`src/rtl/rvc_mem_arb_pkg.sv`:
```
// rvc_mem_arb_pkg
// Shared types and constants for the memory arbiter slice.
//   MAX_MEM_PORTS : upper bound on requestor channels
//   PORT_ID_W     : width of the port-id field in an in-flight tag
//   t_mem_tag     : per-access tag carried down the response pipeline
package rvc_mem_arb_pkg;

  localparam int MAX_MEM_PORTS = 8;
  localparam int PORT_ID_W     = $clog2(MAX_MEM_PORTS);

  typedef struct packed {
    logic                 valid;
    logic [PORT_ID_W-1:0] port_id;
    logic                 is_write;
  } t_mem_tag;

endpackage

```
`src/rtl/rvc_mem_arb_rr_arb.sv`:
```
// rvc_rr_arb
// Round-robin arbiter with a registered priority pointer.
//   i_clock : core clock
//   i_rst_n : asynchronous active-low reset
//   i_req   : per-port request vector
//   o_gnt   : one-hot grant (all zero while in reset or when idle)
module rvc_rr_arb #(
  parameter int NUM_PORTS = 2
) (
  input  logic                 i_clock,
  input  logic                 i_rst_n,
  input  logic [NUM_PORTS-1:0] i_req,
  output logic [NUM_PORTS-1:0] o_gnt
);

  localparam int PTR_W = $clog2(NUM_PORTS);

  logic [PTR_W-1:0]     r_ptr;
  logic [PTR_W-1:0]     w_ptr_nxt;
  logic [NUM_PORTS-1:0] w_gnt;

  // Walk the ports starting at the pointer; the first requester wins and
  // the pointer moves just past it. With nobody requesting the pointer holds.
  always_comb begin
    int         w_pos;
    logic [PTR_W-1:0] w_idx;
    logic       w_found;
    w_gnt     = '0;
    w_ptr_nxt = r_ptr;
    w_found   = 1'b0;
    w_pos     = 0;
    w_idx     = '0;
    for (int off = 0; off < NUM_PORTS; off++) begin
      w_pos = int'(r_ptr) + off;
      if (w_pos >= NUM_PORTS) begin
        w_pos = w_pos - NUM_PORTS;
      end
      w_idx = PTR_W'(w_pos);
      if (!w_found && i_req[w_idx]) begin
        w_found      = 1'b1;
        w_gnt[w_idx] = 1'b1;
        w_ptr_nxt    = (w_pos == NUM_PORTS - 1) ? '0 : PTR_W'(w_pos + 1);
      end
    end
    // Grants are suppressed while reset is held so no command leaks out.
    if (!i_rst_n) begin
      w_gnt     = '0;
      w_ptr_nxt = r_ptr;
    end
  end

  always_ff @(posedge i_clock or negedge i_rst_n) begin
    if (!i_rst_n) begin
      r_ptr <= '0;
    end else begin
      r_ptr <= w_ptr_nxt;
    end
  end

  assign o_gnt = w_gnt;

endmodule

```
`src/rtl/rvc_mem_arb.sv`:
```
// rvc_mem_arb
// Pipelined arbiter between NUM_PORTS requestors and one fixed-latency memory.
// One request is granted per cycle, forwarded to memory combinationally, and
// its response is routed back MEM_LAT+1 cycles later.
//   i_clock / i_rst_n       : clock, asynchronous active-low reset
//   i_req_*                 : per-port request channel (valid, addr, wr, be, data)
//   o_req_gnt               : one-hot grant in the accepting cycle
//   o_rsp_valid / o_rsp_data: per-port response pulse, shared data bus
//   o_mem_*                 : memory command (zero when no grant)
//   i_mem_rd_data           : memory read data, MEM_LAT cycles after command
module rvc_mem_arb #(
  parameter int NUM_PORTS = 2,
  parameter int ADDR_W    = 32,
  parameter int DATA_W    = 32,
  parameter int MEM_LAT   = 1
) (
  input  logic                                 i_clock,
  input  logic                                 i_rst_n,
  input  logic [NUM_PORTS-1:0]                 i_req_valid,
  input  logic [NUM_PORTS-1:0][ADDR_W-1:0]     i_req_addr,
  input  logic [NUM_PORTS-1:0]                 i_req_wr_en,
  input  logic [NUM_PORTS-1:0][DATA_W/8-1:0]   i_req_byte_en,
  input  logic [NUM_PORTS-1:0][DATA_W-1:0]     i_req_wr_data,
  output logic [NUM_PORTS-1:0]                 o_req_gnt,
  output logic [NUM_PORTS-1:0]                 o_rsp_valid,
  output logic [DATA_W-1:0]                    o_rsp_data,
  output logic                                 o_mem_req,
  output logic [ADDR_W-1:0]                    o_mem_addr,
  output logic                                 o_mem_wr_en,
  output logic [DATA_W/8-1:0]                  o_mem_byte_en,
  output logic [DATA_W-1:0]                    o_mem_wr_data,
  input  logic [DATA_W-1:0]                    i_mem_rd_data
);

  import rvc_mem_arb_pkg::*;

  localparam int BE_W = DATA_W / 8;

  logic [NUM_PORTS-1:0] w_gnt;
  t_mem_tag             w_tag_in;
  t_mem_tag             r_tag [MEM_LAT+1];
  logic [DATA_W-1:0]    r_rsp_data;
  logic [NUM_PORTS-1:0] w_rsp_valid;

  rvc_rr_arb #(
    .NUM_PORTS (NUM_PORTS)
  ) u_rr_arb (
    .i_clock (i_clock),
    .i_rst_n (i_rst_n),
    .i_req   (i_req_valid),
    .o_gnt   (w_gnt)
  );

  assign o_req_gnt = w_gnt;
  assign o_mem_req = |w_gnt;

  always_comb begin
    o_mem_addr    = '0;
    o_mem_wr_en   = 1'b0;
    o_mem_byte_en = '0;
    o_mem_wr_data = '0;
    w_tag_in      = '0;
    for (int i = 0; i < NUM_PORTS; i++) begin
      if (w_gnt[i]) begin
        o_mem_addr        = i_req_addr[i];
        o_mem_wr_en       = i_req_wr_en[i];
        o_mem_byte_en     = i_req_byte_en[i];
        o_mem_wr_data     = i_req_wr_data[i];
        w_tag_in.valid    = 1'b1;
        w_tag_in.port_id  = PORT_ID_W'(i);
        w_tag_in.is_write = i_req_wr_en[i];
      end
    end
  end

  // Tag stage k holds the access granted k+1 cycles ago. Read data is
  // captured on the same edge that moves a tag into the final stage, so
  // data and tag leave together.
  always_ff @(posedge i_clock or negedge i_rst_n) begin
    if (!i_rst_n) begin
      for (int i = 0; i <= MEM_LAT; i++) begin
        r_tag[i] <= '0;
      end
      r_rsp_data <= '0;
    end else begin
      r_tag[0] <= w_tag_in;
      for (int i = 1; i <= MEM_LAT; i++) begin
        r_tag[i] <= r_tag[i-1];
      end
      if (r_tag[MEM_LAT-1].valid && !r_tag[MEM_LAT-1].is_write) begin
        r_rsp_data <= i_mem_rd_data;
      end else begin
        r_rsp_data <= '0;
      end
    end
  end

  always_comb begin
    w_rsp_valid = '0;
    for (int i = 0; i < NUM_PORTS; i++) begin
      if (r_tag[MEM_LAT].valid && (r_tag[MEM_LAT].port_id == PORT_ID_W'(i))) begin
        w_rsp_valid[i] = 1'b1;
      end
    end
  end

  assign o_rsp_valid = w_rsp_valid;
  assign o_rsp_data  = r_rsp_data;

endmodule

```
`config.mk`:
```
export PLATFORM = sky130hd
export DESIGN_NAME = rvc_mem_arb
export DESIGN_NICKNAME = d
export VERILOG_FILES = /design/src/rtl/rvc_mem_arb_pkg.sv /design/src/rtl/rvc_mem_arb_rr_arb.sv /design/src/rtl/rvc_mem_arb.sv
export SDC_FILE = /design/constraint.sdc
export NUM_CORES = 1
export LEC_CHECK = 0
export ABC_AREA = 1
export CAP_MARGIN = 20
export CORE_AREA = 2 2 108 110
export CTS_CLUSTER_DIAMETER = 120
export DETAILED_ROUTE_END_ITERATION = 16
export DIE_AREA = 0 0 110 112
export PLACE_DENSITY = 0.7
export SLEW_MARGIN = 10
export SYNTH_ARGS = -nofsm -noshare
export SYNTH_HDL_FRONTEND = slang
export SYNTH_HIERARCHICAL = 1
export SYNTH_SLANG_ARGS = --single-unit
```
`constraint.sdc`:
```
create_clock -name i_clock -period 1.9 [get_ports i_clock]
set_input_delay 0.38 -clock i_clock [delete_from_list [all_inputs] [get_ports i_clock]]
set_output_delay 0.38 -clock i_clock [all_outputs]
set_load 0.005 [all_outputs]
```
# Word level (Yosys, flattened, before mapping)
# Cells that the tools add are included.
totals:
  ramBits: 0
  romBits: 0
  regBits: 42
  n_memories: 0
  elab_cells: 65
  latchBits: 0
classes:
  n_bitwise: 1
  muxes: 31
  n_reduce_logical: 12
  n_addsub: 5
  div_mod_pow: 0
  n_mul: 0
  shifts: 0
  n_eq_ne: 3
  order_cmp: 6
ops:
  columns: ["op", "count"]
  rows:
  - ["$mux W32", 7]
  - ["$eq A32 B2 Y1 const B", 2]
  - ["$ge A32 B3 Y1 const B", 1]
  - ["$sub A32 B3 Y32 const B", 1]
  - ["$mux W1", 15]
  - ["$mux W5", 2]
  - ["$mux W4", 2]
  - ["$logic_and A1 B1 Y1", 6]
  - ["$mux W2", 3]
  - ["$lt A1 B2 Y1 const B", 2]
  - ["$eq A3 B1 Y1 const B", 1]
  - ["$logic_not A3 Y1", 1]
  - ["$sub A1 B2 Y3 const B", 1]
  - ["$add A1 B1 Y1 const B", 2]
  - ["$add A1 B1 Y2 const B", 1]
  - ["$demux W1 S1", 2]
  - ["$ge A1 B1 Y1 const B", 2]
  - ["$ge A1 B2 Y1 const B", 1]
  - ["$logic_not A1 Y1", 2]
  - ["$or A2 B2 Y2", 1]
  - ["$reduce_and A2 Y1", 1]
  - ["$reduce_bool A2 Y1", 1]
  - ["$reduce_or A2 Y1", 1]

# Depth between registers and ports, before layout
logic_depth:
  ltp_word: 12
  ltp_mapped: 10
  ltp_nobuf: 7

# Modules after synthesis
# Netlist, hierarchy kept.
by_module_without_submodules:
  columns: ["mod", "instances", "seq_area_each_um2", "area_per_inst_um2", "cells_each"]
  rows:
  - ["rvc_mem_arb", 1, 925.9, 2269.7, 342]
  - ["rvc_rr_arb", 1, 25.0, 72.6, 12]

# Worst setup path after synthesis
# OpenSTA, ideal clock, no wires.
synth_timing:
  path_type: "register to output"
  start: "register u_rr_arb.r_ptr"
  end: "output port o_mem_addr[19]"
  n_path_buf: 3
  t_arrival_ns: 1.143
  path_slack_ns: 0.377
  stages_incl_launch_ff: 11
  cell_sequence: "dfrtp_1 > inv_2 > nand2_2 > nand2_2 > inv_1 > buf_6 > inv_4 > buf_6 > buf_8 > nand3_2 > nand2_1"
synth_rtl:
  columns: ["item", "line_no", "rtl"]
  rows:
  - ["start: declaration", "rvc_mem_arb_rr_arb.sv:18", "logic [PTR_W-1:0] r_ptr;"]
  - ["start signal: assignment", "rvc_mem_arb_rr_arb.sv:56", "r_ptr <= w_ptr_nxt;"]
  - ["$add A1 B1 Y2 (tied with other cells)", "rvc_mem_arb_rr_arb.sv:34", "w_pos = int'(r_ptr) + off;"]
  - ["$sub A32 B3 Y32 (tied with other cells)", "rvc_mem_arb_rr_arb.sv:36", "w_pos = w_pos - NUM_PORTS;"]
  - ["$mux W32 (tied with other cells)", "rvc_mem_arb_rr_arb.sv:35", "if (w_pos >= NUM_PORTS) begin"]
  - ["$lt A1 B2 Y1 (implied by the code) (tied with other cells)", "rvc_mem_arb_rr_arb.sv:41", "w_gnt[w_idx] = 1'b1;"]
  - ["$logic_and A1 B1 Y1 (implied by the code) or $mux W1 (tied branches)", "rvc_mem_arb_rr_arb.sv:41", null]
  - ["$mux W1 (implied by the code) or $demux W1 S1 (tied branches)", null, null]
  - ["$demux W1 S1 or $mux W2 (tied branches)", null, null]
  - ["$or A2 B2 Y2 (no source line)", null, null]
  - ["$mux W2 *", "rvc_mem_arb_rr_arb.sv:39", "if (!w_found && i_req[w_idx]) begin"]
  - ["$mux W2 *", "rvc_mem_arb_rr_arb.sv:46", "if (!i_rst_n) begin"]
  - ["named net o_req_gnt[1]", "rvc_mem_arb.sv:24", "output logic [NUM_PORTS-1:0] o_req_gnt,"]
  - ["$mux W32 *", "rvc_mem_arb.sv:64", "if (w_gnt[i]) begin"]
  - ["end: declaration", "rvc_mem_arb.sv:28", "output logic [ADDR_W-1:0] o_mem_addr,"]
# Mark *: on every way through the listed nets, which the timed path passes. The rest lies on a longest branch. The select of a mux whose other input is x is not followed.

# Worst setup path in the final report
layout_timing:
  start: "register u_rr_arb.r_ptr"
  end: "output port o_mem_addr[12]"
layout_between:
  elab_chain_cells: 12
layout_lines:
  columns: ["item", "line_no"]
  rows:
  - ["$add A1 B1 Y2 (tied with other cells)", "rvc_mem_arb_rr_arb.sv:34"]
  - ["$sub A32 B3 Y32 (tied with other cells)", "rvc_mem_arb_rr_arb.sv:36"]
  - ["$mux W32 (tied with other cells)", "rvc_mem_arb_rr_arb.sv:35"]
  - ["$lt A1 B2 Y1 (implied by the code) (tied with other cells)", "rvc_mem_arb_rr_arb.sv:41"]
  - ["$logic_and A1 B1 Y1 (implied by the code) or $mux W1 (tied branches)", "rvc_mem_arb_rr_arb.sv:41"]
  - ["$mux W1 (implied by the code) or $demux W1 S1 (tied branches)", null]
  - ["$demux W1 S1 or $mux W2 (tied branches)", null]
  - ["$or A2 B2 Y2 (no source line)", null]
  - ["$mux W2 *", "rvc_mem_arb_rr_arb.sv:39"]
  - ["$mux W2 *", "rvc_mem_arb_rr_arb.sv:46"]
  - ["$mux W32", "rvc_mem_arb.sv:64"]
  - ["$mux W32 *", "rvc_mem_arb.sv:64"]
# Every way passes the cells marked *; elsewhere a longest branch is shown, timed or not. The select of a mux whose other input is x is not followed.

==> reports/results.tsv <==
metric	value	unit
power_density	470.7	nW/um2
yosys_register_bits	38	
synth.top_cell.area_share	0.4060	
p_leak	3.161	nW
synthTopCellsByArea	dfrtp_1 (41%), nand2_1 (23%), nand3_1 (13%)	
crit_fanout	3	
cts.sinks	38	
path_class	flip-flop to primary output	
seq_area	950.9	um2
grt_usage	0.1905	
dieHeight	112	um
num_antenna_cells	0	
cts_max_level	2	
synth.area.mux_share	0	
status	finished with violations	
synthCells	354	
hold_viol	0	
initialDrtViolationCount	123	
postSynthNetCount	528	
cp-start-kind	flip-flop	
hold_path_class	input pin to asynchronous set/reset pin	
setup_ws	-0.1074	ns
dr.pass1.iters	4	
area_growth	171.2	%
max-clock-path-buffers	2	
io_pins	280	
synth_top_family_by_area	simple AND/OR/NAND/NOR gates	
finalSetupViolations	54	
timing.fmax	498.2	MHz
cts_tree	done	
dieArea	12320	um2
multiInputGateArea	1538	um2
dp_cells	765	
dpl_cell_area	5340	um2
clock_latency	0.27	ns
yosysSeqAreaShare	0.4060	
via_per_inst	4.313	
place_congestion	0.9009	
wirelength	13.11	mm
cap_viol_max_count	0	
grt_overflow_total	0	
whs	0.04894	ns
final_cell_mix	clkdlybuf4s50_1 (204), nand2_1 (115), buf_2 (62)	
rsz0062_at_grt	yes	
core-area	11170	um2
synth_cell_type_count	15	
peakVddDrop	0.3327	mV
yosys.area_share.simple	0.4605	
synthesis.area	2342	um2
clk_pin_slew	0.05	ns
slew_viol_final	0	
dp.final_hpwl	8.867	mm
critPathRequiredTime	1.52	ns
worstMarginPinSlew	0.4425	ns
cts_buffers	5	
grt_max_degree	38	
finish.net_count	845	
yosys.area.top_type	dfrtp_1	
slew_headroom	0.7050	
clockRootBuffer	clkbuf_16	
fin_crit_sh	1.057	
port_buffers	279	
avgRoutedWirePerCell	16.09	um
layout_commonest_cell	clkdlybuf4s50_1	
floorplan.rows	39	
yosysWarnings	6	
grt_pass1_wl	18.15	mm
synth_xor_area_frac	0	
violations	negative setup slack	
fin_area	6352	um2
synth_compound_area_frac	0.002137	
fin_util	0.5685	
end_kind	primary output	
synth_fa_ha_area_frac	0	
fin_crit	2.007	ns
die_w	110	um
grt_pass1_vias	3571	
synth_area_per_cell	6.617	um2
drive_above_1_share	0.3557	
antenna_found_initial	0	
drc	0	
initial_core_util	0.2096	
num_vias	3515	
clock_skew	0.004374	ns
final_antenna_net_count	0	
stdcell_count	815	
nFillCells	1001	
arrival	1.63	ns
-- power breakdown --
part           switching [mW]  internal, mW
Clock                   0.279         0.518
Sequential             0.0181         0.867
Combinational           0.517         0.791
-- area by class of cell --
type,count,share of cell area
Timing Repair Buffer,336,0.5294
Multi-Input combinational cell,250,0.2421
Sequential cell,38,0.1497
Tap cell,143,0.02817
Inverter,40,0.02679
Clock buffer,6,0.02186
Clock inverter,2,0.001970
-- synth_stat cells (all sizes together) --
library cell,number
dfrtp,38
nor2,33
buf,26
a21oi,1
nand2,146
or2,1
nand3,69
inv,40
-- stage by stage --
step	power (mW)	setup WS, ns	TNS (ns)
final	2.990	-0.1074	-2.790
after global routing	3.159	-0.1892	-8.409
after CTS	2.955	-0.2163	-8.092
after detailed placement	1.972	-0.6914	-42.68
after global placement	1.964	-0.6739	-40.80
after floorplan	1.181	0.3770	0
-- cells by family after synthesis --
group	Yosys count
and+or+nand+nor	249
AOI/OAI and AO/OA	1
DFF	38
buffers and inverters	66
-- per-layer routing --
metal | wire length [um] | up-vias | GRT usage
met4 | 367 | 0 | 0.05654
met2 | 6975 | 167 | 0.3542
li1 | - | 1709 | -
met3 | 947 | 24 | 0.03630
met5 | 0 | - | 0
met1 | 4819 | 1615 | 0.2148
-- registers in the layout, summed over array words and instances (netlist names) --
register,flops
u_rr_arb/r_ptr,1
r_tag,5
o_rsp_data,32
-- path summary, 6_finish.rpt --
path,endpoint,depth (start not counted),startpoint,slack (ns)
setup / recovery,o_mem_addr[12],9,u_rr_arb/r_ptr,-0.11
hold / removal,u_rr_arb/r_ptr,2,i_rst_n,0.05
setup reg to reg,r_tag[5],11,u_rr_arb/r_ptr,0.39
hold reg to reg,r_tag[1],0,r_tag[6],0.35
max in group asynchronous,o_rsp_data[23],2,i_rst_n,1.36
min in group i_clock,r_tag[1],0,r_tag[6],0.35
-- critical path, cell delays in order (launching register included) --
cell and delay, ns:
dfrtp_1 0.41, a21oi_4 0.17, buf_6 0.13, buf_6 0.11
buf_12 0.11, buf_16 0.10, buf_12 0.10, nand3_2 0.06
nand2_1 0.05, buf_2 0.11
-- what timing repair did --
item / 4_1_cts / 5_1_grt
hold buffers: 0 / 0
gates cloned: 11 / 5
gates resized for setup: 328 / 124
pin swaps: 36 / 41
setup endpoints to repair: 72 / 71
setup buffers: 28 / 8
No activity file was read; power rests on OpenSTA's default activity.
